<file path="src/rtl/wb_arbiter_pkg.sv">
// Shared widths, FSM encoding and payload record for the writeback arbiter.
// Width macros keep their usual values unless the surrounding build defines them.
`ifndef DATA_WIDTH
`define DATA_WIDTH 32
`endif
`ifndef ADDRESS_WIDTH
`define ADDRESS_WIDTH 32
`endif
`ifndef WB_OPCODE_WIDTH
`define WB_OPCODE_WIDTH 8
`endif
`ifndef WB_REG_WIDTH
`define WB_REG_WIDTH 4
`endif
`ifndef ARB_ST_IDLE
`define ARB_ST_IDLE 1'b0
`endif
`ifndef ARB_ST_HOLD
`define ARB_ST_HOLD 1'b1
`endif

package wb_arbiter_pkg;
  localparam int DATA_W   = `DATA_WIDTH;
  localparam int ADDR_W   = `ADDRESS_WIDTH;
  localparam int OPCODE_W = `WB_OPCODE_WIDTH;
  localparam int REG_W    = `WB_REG_WIDTH;

  typedef enum logic {
    ST_ARB_IDLE = `ARB_ST_IDLE,
    ST_ARB_HOLD = `ARB_ST_HOLD
  } arb_state_e;

  typedef struct packed {
    logic [OPCODE_W-1:0] opcode;
    logic [DATA_W-1:0]   val;
    logic [REG_W-1:0]    dest_reg;
    logic [ADDR_W-1:0]   dest_addr;
  } wb_payload_t;

  function automatic logic [15:0] sat_inc16(input logic [15:0] v);
    return (v == 16'hFFFF) ? v : v + 16'd1;
  endfunction
endpackage

</file>
<file path="src/rtl/wb_arbiter_if.sv">
// Request and writeback bundle between the exec-stage producers, the arbiter and writeback.
// The master modport is the arbiter's view; slave is the producers/writeback view.
interface wb_arbiter_if import wb_arbiter_pkg::*; #(parameter int NUM_REQ = 2);
  logic [NUM_REQ-1:0]          req_valid;
  logic [OPCODE_W*NUM_REQ-1:0] req_opcode;
  logic [DATA_W*NUM_REQ-1:0]   req_val;
  logic [REG_W*NUM_REQ-1:0]    req_dest_reg;
  logic [ADDR_W*NUM_REQ-1:0]   req_dest_addr;
  logic [NUM_REQ-1:0]          req_ready;
  logic                        flush;
  logic                        wb_valid;
  logic [OPCODE_W-1:0]         wb_opcode;
  logic [DATA_W-1:0]           wb_val;
  logic [REG_W-1:0]            wb_dest_reg;
  logic [ADDR_W-1:0]           wb_dest_addr;
  logic                        wb_ready;

  modport master (
    input  req_valid, req_opcode, req_val, req_dest_reg, req_dest_addr, flush, wb_ready,
    output req_ready, wb_valid, wb_opcode, wb_val, wb_dest_reg, wb_dest_addr
  );

  modport slave (
    output req_valid, req_opcode, req_val, req_dest_reg, req_dest_addr, flush, wb_ready,
    input  req_ready, wb_valid, wb_opcode, wb_val, wb_dest_reg, wb_dest_addr
  );
endinterface

</file>
<file path="src/rtl/wb_arbiter_rr_picker.sv">
// Combinational round-robin picker: first asserted request scanning upward from ptr, wrapping.
// ptr must be below NUM_REQ; the PTR_W+1 bit sum absorbs the wrap without a modulo.
module rr_picker #(
  parameter int NUM_REQ = 2,
  parameter int PTR_W   = 1
) (
  input  logic [NUM_REQ-1:0] req,
  input  logic [PTR_W-1:0]   ptr,
  output logic               any_valid,
  output logic [PTR_W-1:0]   grant
);
  logic [PTR_W:0] idx;

  always_comb begin
    any_valid = 1'b0;
    grant     = '0;
    idx       = '0;
    for (int i = 0; i < NUM_REQ; i++) begin
      idx = {1'b0, ptr} + (PTR_W+1)'(i);
      if (idx >= (PTR_W+1)'(NUM_REQ)) idx = idx - (PTR_W+1)'(NUM_REQ);
      if (!any_valid && req[idx[PTR_W-1:0]]) begin
        any_valid = 1'b1;
        grant     = idx[PTR_W-1:0];
      end
    end
  end
endmodule

</file>
<file path="src/rtl/wb_arbiter.sv">
// Round-robin arbiter sharing the single writeback port among NUM_REQ producers.
// Optional WB_ARB_STATS_EN adds per-requester transfer counters and a stall counter.
module wb_arbiter import wb_arbiter_pkg::*; #(
  parameter int NUM_REQ = 2,
  parameter int PTR_W   = 1
) (
  input  logic             clk,
  input  logic             reset,
  wb_arbiter_if.master     bus,
  output logic [PTR_W-1:0] grant_id,
  output logic             busy
`ifdef WB_ARB_STATS_EN
  ,
  output logic [16*NUM_REQ-1:0] grant_cnt,
  output logic [15:0]           stall_cnt
`endif
);
  arb_state_e       state, state_nxt;
  logic [PTR_W-1:0] rr_ptr, rr_ptr_nxt;
  logic [PTR_W-1:0] ptr_after, pick_ptr, pick_grant;
  logic             pick_any, transfer, capture;
  wb_payload_t      held, req_sel;

  assign transfer  = (state == ST_ARB_HOLD) && bus.wb_ready;
  assign ptr_after = (grant_id == PTR_W'(NUM_REQ-1)) ? '0 : grant_id + PTR_W'(1);
  // In HOLD the only arbitration that matters is the back-to-back one after a transfer,
  // which must already see the advanced pointer.
  assign pick_ptr  = (state == ST_ARB_HOLD) ? ptr_after : rr_ptr;

  rr_picker #(.NUM_REQ(NUM_REQ), .PTR_W(PTR_W)) u_picker (
    .req       (bus.req_valid),
    .ptr       (pick_ptr),
    .any_valid (pick_any),
    .grant     (pick_grant)
  );

  always_comb begin
    req_sel = '0;
    for (int k = 0; k < NUM_REQ; k++) begin
      if (pick_grant == PTR_W'(k)) begin
        req_sel.opcode    = bus.req_opcode[k*OPCODE_W +: OPCODE_W];
        req_sel.val       = bus.req_val[k*DATA_W +: DATA_W];
        req_sel.dest_reg  = bus.req_dest_reg[k*REG_W +: REG_W];
        req_sel.dest_addr = bus.req_dest_addr[k*ADDR_W +: ADDR_W];
      end
    end
  end

  always_comb begin
    state_nxt     = state;
    rr_ptr_nxt    = rr_ptr;
    capture       = 1'b0;
    bus.req_ready = '0;
    case (state)
      ST_ARB_IDLE: begin
        if (!bus.flush && pick_any) capture = 1'b1;
      end
      ST_ARB_HOLD: begin
        if (transfer) begin
          rr_ptr_nxt = ptr_after;
          if (!bus.flush && pick_any) capture = 1'b1;
        end
      end
      default: ;
    endcase
    if (reset) capture = 1'b0;
    if (capture) begin
      state_nxt     = ST_ARB_HOLD;
      bus.req_ready = NUM_REQ'(1) << pick_grant;
    end else if (bus.flush || transfer) begin
      state_nxt = ST_ARB_IDLE;
    end
  end

  always_ff @(posedge clk) begin
    if (reset) begin
      state  <= ST_ARB_IDLE;
      rr_ptr <= '0;
    end else begin
      state  <= state_nxt;
      rr_ptr <= rr_ptr_nxt;
    end
  end

  always_ff @(posedge clk) begin
    if (reset) begin
      held     <= '0;
      grant_id <= '0;
    end else if (capture) begin
      held     <= req_sel;
      grant_id <= pick_grant;
    end
  end

  assign bus.wb_valid     = (state == ST_ARB_HOLD);
  assign bus.wb_opcode    = held.opcode;
  assign bus.wb_val       = held.val;
  assign bus.wb_dest_reg  = held.dest_reg;
  assign bus.wb_dest_addr = held.dest_addr;
  assign busy             = (state != ST_ARB_IDLE);

`ifdef WB_ARB_STATS_EN
  logic [15:0] gcnt [NUM_REQ];
  logic [15:0] stall_q;

  // Counters survive flush; only reset clears them.
  always_ff @(posedge clk) begin
    if (reset) begin
      for (int k = 0; k < NUM_REQ; k++) gcnt[k] <= '0;
      stall_q <= '0;
    end else begin
      if (transfer) gcnt[grant_id] <= sat_inc16(gcnt[grant_id]);
      if (bus.wb_valid && !bus.wb_ready) stall_q <= sat_inc16(stall_q);
    end
  end

  for (genvar k = 0; k < NUM_REQ; k++) begin : g_cnt
    assign grant_cnt[16*k +: 16] = gcnt[k];
  end
  assign stall_cnt = stall_q;
`endif
endmodule

</file>
<file path="src/flat_wrapper.sv">
// flat-port wrapper written by rule: the top's interface ports become plain ports
module wb_arbiter_flat import wb_arbiter_pkg::*;
#(
  parameter int NUM_REQ = 2,
  parameter int PTR_W   = 1
)
  (clk, reset, grant_id, busy, bus_req_valid, bus_req_opcode, bus_req_val, bus_req_dest_reg, bus_req_dest_addr, bus_flush, bus_wb_ready, bus_req_ready, bus_wb_valid, bus_wb_opcode, bus_wb_val, bus_wb_dest_reg, bus_wb_dest_addr);
  wb_arbiter_if #(.NUM_REQ(NUM_REQ)) bus_i ();
  input  logic clk;
  input  logic reset;
  output logic [PTR_W-1:0] grant_id;
  output logic busy;
  input wire logic [$bits(bus_i.req_valid)-1:0] bus_req_valid;
  input wire logic [$bits(bus_i.req_opcode)-1:0] bus_req_opcode;
  input wire logic [$bits(bus_i.req_val)-1:0] bus_req_val;
  input wire logic [$bits(bus_i.req_dest_reg)-1:0] bus_req_dest_reg;
  input wire logic [$bits(bus_i.req_dest_addr)-1:0] bus_req_dest_addr;
  input wire logic [$bits(bus_i.flush)-1:0] bus_flush;
  input wire logic [$bits(bus_i.wb_ready)-1:0] bus_wb_ready;
  output wire logic [$bits(bus_i.req_ready)-1:0] bus_req_ready;
  output wire logic [$bits(bus_i.wb_valid)-1:0] bus_wb_valid;
  output wire logic [$bits(bus_i.wb_opcode)-1:0] bus_wb_opcode;
  output wire logic [$bits(bus_i.wb_val)-1:0] bus_wb_val;
  output wire logic [$bits(bus_i.wb_dest_reg)-1:0] bus_wb_dest_reg;
  output wire logic [$bits(bus_i.wb_dest_addr)-1:0] bus_wb_dest_addr;
  assign bus_i.req_valid = bus_req_valid;
  assign bus_i.req_opcode = bus_req_opcode;
  assign bus_i.req_val = bus_req_val;
  assign bus_i.req_dest_reg = bus_req_dest_reg;
  assign bus_i.req_dest_addr = bus_req_dest_addr;
  assign bus_i.flush = bus_flush;
  assign bus_i.wb_ready = bus_wb_ready;
  assign bus_req_ready = bus_i.req_ready;
  assign bus_wb_valid = bus_i.wb_valid;
  assign bus_wb_opcode = bus_i.wb_opcode;
  assign bus_wb_val = bus_i.wb_val;
  assign bus_wb_dest_reg = bus_i.wb_dest_reg;
  assign bus_wb_dest_addr = bus_i.wb_dest_addr;
  wb_arbiter #(.NUM_REQ(NUM_REQ), .PTR_W(PTR_W)) u_core (.clk(clk), .reset(reset), .bus(bus_i), .grant_id(grant_id), .busy(busy));
endmodule
</file>
<file path="config.mk">
export PLATFORM = sky130hd
export DESIGN_NAME = wb_arbiter_flat
export DESIGN_NICKNAME = d
export VERILOG_FILES = /design/src/rtl/wb_arbiter_pkg.sv /design/src/rtl/wb_arbiter_if.sv /design/src/rtl/wb_arbiter_rr_picker.sv /design/src/rtl/wb_arbiter.sv /design/src/flat_wrapper.sv
export SDC_FILE = /design/constraint.sdc
export NUM_CORES = 1
export LEC_CHECK = 0
export ABC_AREA = 1
export BUFFER_PORTS_ARGS = -buffer_cell sky130_fd_sc_hd__buf_2
export CORE_UTILIZATION = 46
export CTS_BUF_LIST = sky130_fd_sc_hd__clkbuf_8
export DETAILED_ROUTE_END_ITERATION = 16
export GPL_ROUTABILITY_DRIVEN = 0
export PLACE_DENSITY = 0.84
export SLEW_MARGIN = 20
export SYNTH_ARGS = -nofsm -noshare
export SYNTH_HDL_FRONTEND = slang
export SYNTH_SLANG_ARGS = --single-unit
</file>
<file path="constraint.sdc">
create_clock -name clk -period 1.44 [get_ports clk]
set_input_delay 0.072 -clock clk [delete_from_list [all_inputs] [get_ports clk]]
set_output_delay 0.072 -clock clk [all_outputs]
set_load 0.01 [all_outputs]
</file>
==> results.json <==
{
  "insertion_delay_ps": 340,
  "initial_utilization_pct": 47.4,
  "r2r-start": "u_core.bus.wb_valid",
  "vias": 5096,
  "grt_overflow_total": 0,
  "ys_seq_area_share_pct": 38.4,
  "area_growth_pct": 44.4,
  "drtIter0Drc": 255,
  "tightestPinTransition_ps": 350,
  "ff2ff_path_depth": 9,
  "synth_top_area_cell": "dfxtp_1",
  "final_nets": 1004,
  "cts.path.max_buffers": 2,
  "multi_input_comb_area_sq_mm": 0.00192,
  "rsz0062_at_grt": "true",
  "max_freq_ghz": 0.682,
  "grt_pass1_wl_mm": 21.4,
  "setup_viol": 2,
  "clkTransAtPathRegs_ps": 80,
  "via_per_inst": 5.31,
  "fin_crit_sh_pct": 102,
  "ff_latch_area_sq_mm": 0.00158,
  "synth.avg_cell_area_sq_um": 6.66,
  "crit_end": "bus_req_ready[0]",
  "die_w_microns": 96.6,
  "cp-end-kind": "primary output",
  "ios": 239,
  "port-buffer-count": 238,
  "cts_tree": "built",
  "grt_max_degree": 77,
  "netlist_area_sq_mm": 0.00412,
  "maxSlewHeadroom_pct": 76.7,
  "cp_data_arrival_time_ps": 1390,
  "yosysUniqueCellTypes": 19,
  "grt_pass1_vias": 4511,
  "yosys-top-cells-area": "dfxtp_1 38%, nand3_1 18%, nand2_1 14%",
  "drc_errors": 0,
  "fp-row-count": 34,
  "place_area_sq_mm": 0.00534,
  "routedWlPerCell_microns": 14.7,
  "antenna_cells": 0,
  "status": "complete, but fails checks",
  "crit_type": "reg -> out",
  "violations": "setup timing",
  "cp.required_ps": 1370,
  "die_h_microns": 96.6,
  "max-vdd-ir-drop_mv": 0.470,
  "antenna_found_initial": 0,
  "maxCapViolations": 0,
  "cp_max_fo": 5,
  "wl_mm": 14.1,
  "dr.pass1.iters": 5,
  "drive_gt1_share_pct": 35.7,
  "rrSetupSlack_ps": 0,
  "leakagePower_nw": 3.56,
  "ant_nets": 0,
  "numCtsBuffers": 9,
  "final_max_slew_viol_count": 0,
  "synth_top_cell_area_share_pct": 38.4,
  "r2r_end": "u_core.bus.wb_dest_addr[20]",
  "holdWs_ps": 34.7,
  "startpoint_type": "flop",
  "fillCellCount": 762,
  "final_cell_area_sq_mm": 0.00595,
  "finClkSkew_ps": 13.7,
  "die_area_sq_mm": 0.00933,
  "ys_ff_latch": 79,
  "power.density_mw_per_mm2": 905,
  "startpoint": "u_core.bus.wb_valid",
  "yosysWarnings": 0,
  "cts_sinks": 79,
  "synth_cells": 618,
  "h-tree-depth": 3,
  "layout_setup_ws_ps": -26.8,
  "coreArea_sq_mm": 0.00868,
  "grtUsageTotal_pct": 27.5,
  "fin_crit_ps": 1470,
  "place_ws_ps": 42.8,
  "hpwl_mm": 8.40,
  "total_power_w": 0.00538,
  "syn_nets": 776,
  "root_buffer": "clkbuf_8",
  "hold_viol": 0,
  "hp-class": "in -> reg"
}
==> metrics by stage <==
stage	TNS, ps	util [%]	cells
3_3_place_gp	0	61.6	923
2_1_floorplan	0	-	618
3_5_place_dp	0	61.6	923
4_1_cts	-1260	66.5	953
5_1_grt	-4540	68.5	959
6_report	-31.6	68.5	959
==> cell usage in the layout, fill, tap and decap left out, drive strengths merged <==
master / instances
a21oi: 1
nor2: 4
nand4: 76
clkinv: 3
dlygate4sd3: 2
dfxtp: 79
clkbuf: 13
inv: 86
o31ai: 1
a311oi: 1
bufinv: 2
nand3: 153
buf: 270
nand2: 160
==> layout make-up <==
cell class / count / share of cell area (%)
Tap cell: 108 / 2.27
Inverter: 84 / 5.43
Clock inverter: 7 / 1.52
Clock buffer: 9 / 2.08
Sequential cell: 79 / 26.6
Timing Repair Buffer: 276 / 29.7
Multi-Input combinational cell: 396 / 32.3
==> logic make-up after synthesis <==
family          synth area share [%]
simple gates                    45.6
compound gates                 0.517
flops                           38.4
buf+inv                         15.5
==> critical path, cell delays in order (launching register included) <==
cell and delay, ps:
dfxtp_2 340, inv_2 80, nor2_4 40, nor2_4 230, inv_4 70, buf_12 130, nor2_4 70, buf_6 100
==> cells in the mapped netlist <==
cell,count
nand3_1,152
nand3_2,1
nand2_1,158
nand2_2,2
buf_1,7
buf_2,21
inv_2,4
dfxtp_1,79
nor2_2,1
nand4_1,76
buf_6,8
inv_1,80
a21oi_1,1
o31ai_1,1
a311oi_1,1
clkbuf_1,19
nor2_1,2
buf_4,4
nor2_4,1
==> repair_timing <==
item	CTS	global route
resized for setup	9	23
endpoints found under the setup margin	2	78
gates cloned	3	7
hold endpoints to repair	2	0
pin swaps	5	6
hold buffers	2	0
setup buffers	9	1
==> per-layer routing <==
layer / vias up / wire length (microns) / GRT usage [%]
met2: 282 / 6980 / 45.0
li1: 2494 / - / -
met1: 2294 / 5590 / 36.2
met5: - / 0 / 0
met3: 26 / 1230 / 5.06
met4: 0 / 259 / 9.64
==> worst min path at each step <==
stage                      start             endpoint  slack, ps  cells past startpoint
floorplan                  reset        u_core.rr_ptr        150                      1
finish              bus_wb_ready  u_core.bus.wb_valid         30                      4
CTS                 bus_wb_ready  u_core.bus.wb_valid         20                      4
global route               reset      u_core.grant_id         30                      3
global placement    bus_wb_ready        u_core.rr_ptr        320                      2
detailed placement  bus_wb_ready        u_core.rr_ptr        340                      2
==> power by group <==
part	total (W)	switching, W	internal, W
clock network	0.00178	0.000813	0.000968
registers	0.00236	0.0000594	0.00230
logic	0.00124	0.000682	0.000557
total	0.00538	0.00155	0.00382
Note: power is estimated with default switching activity, not from simulation.
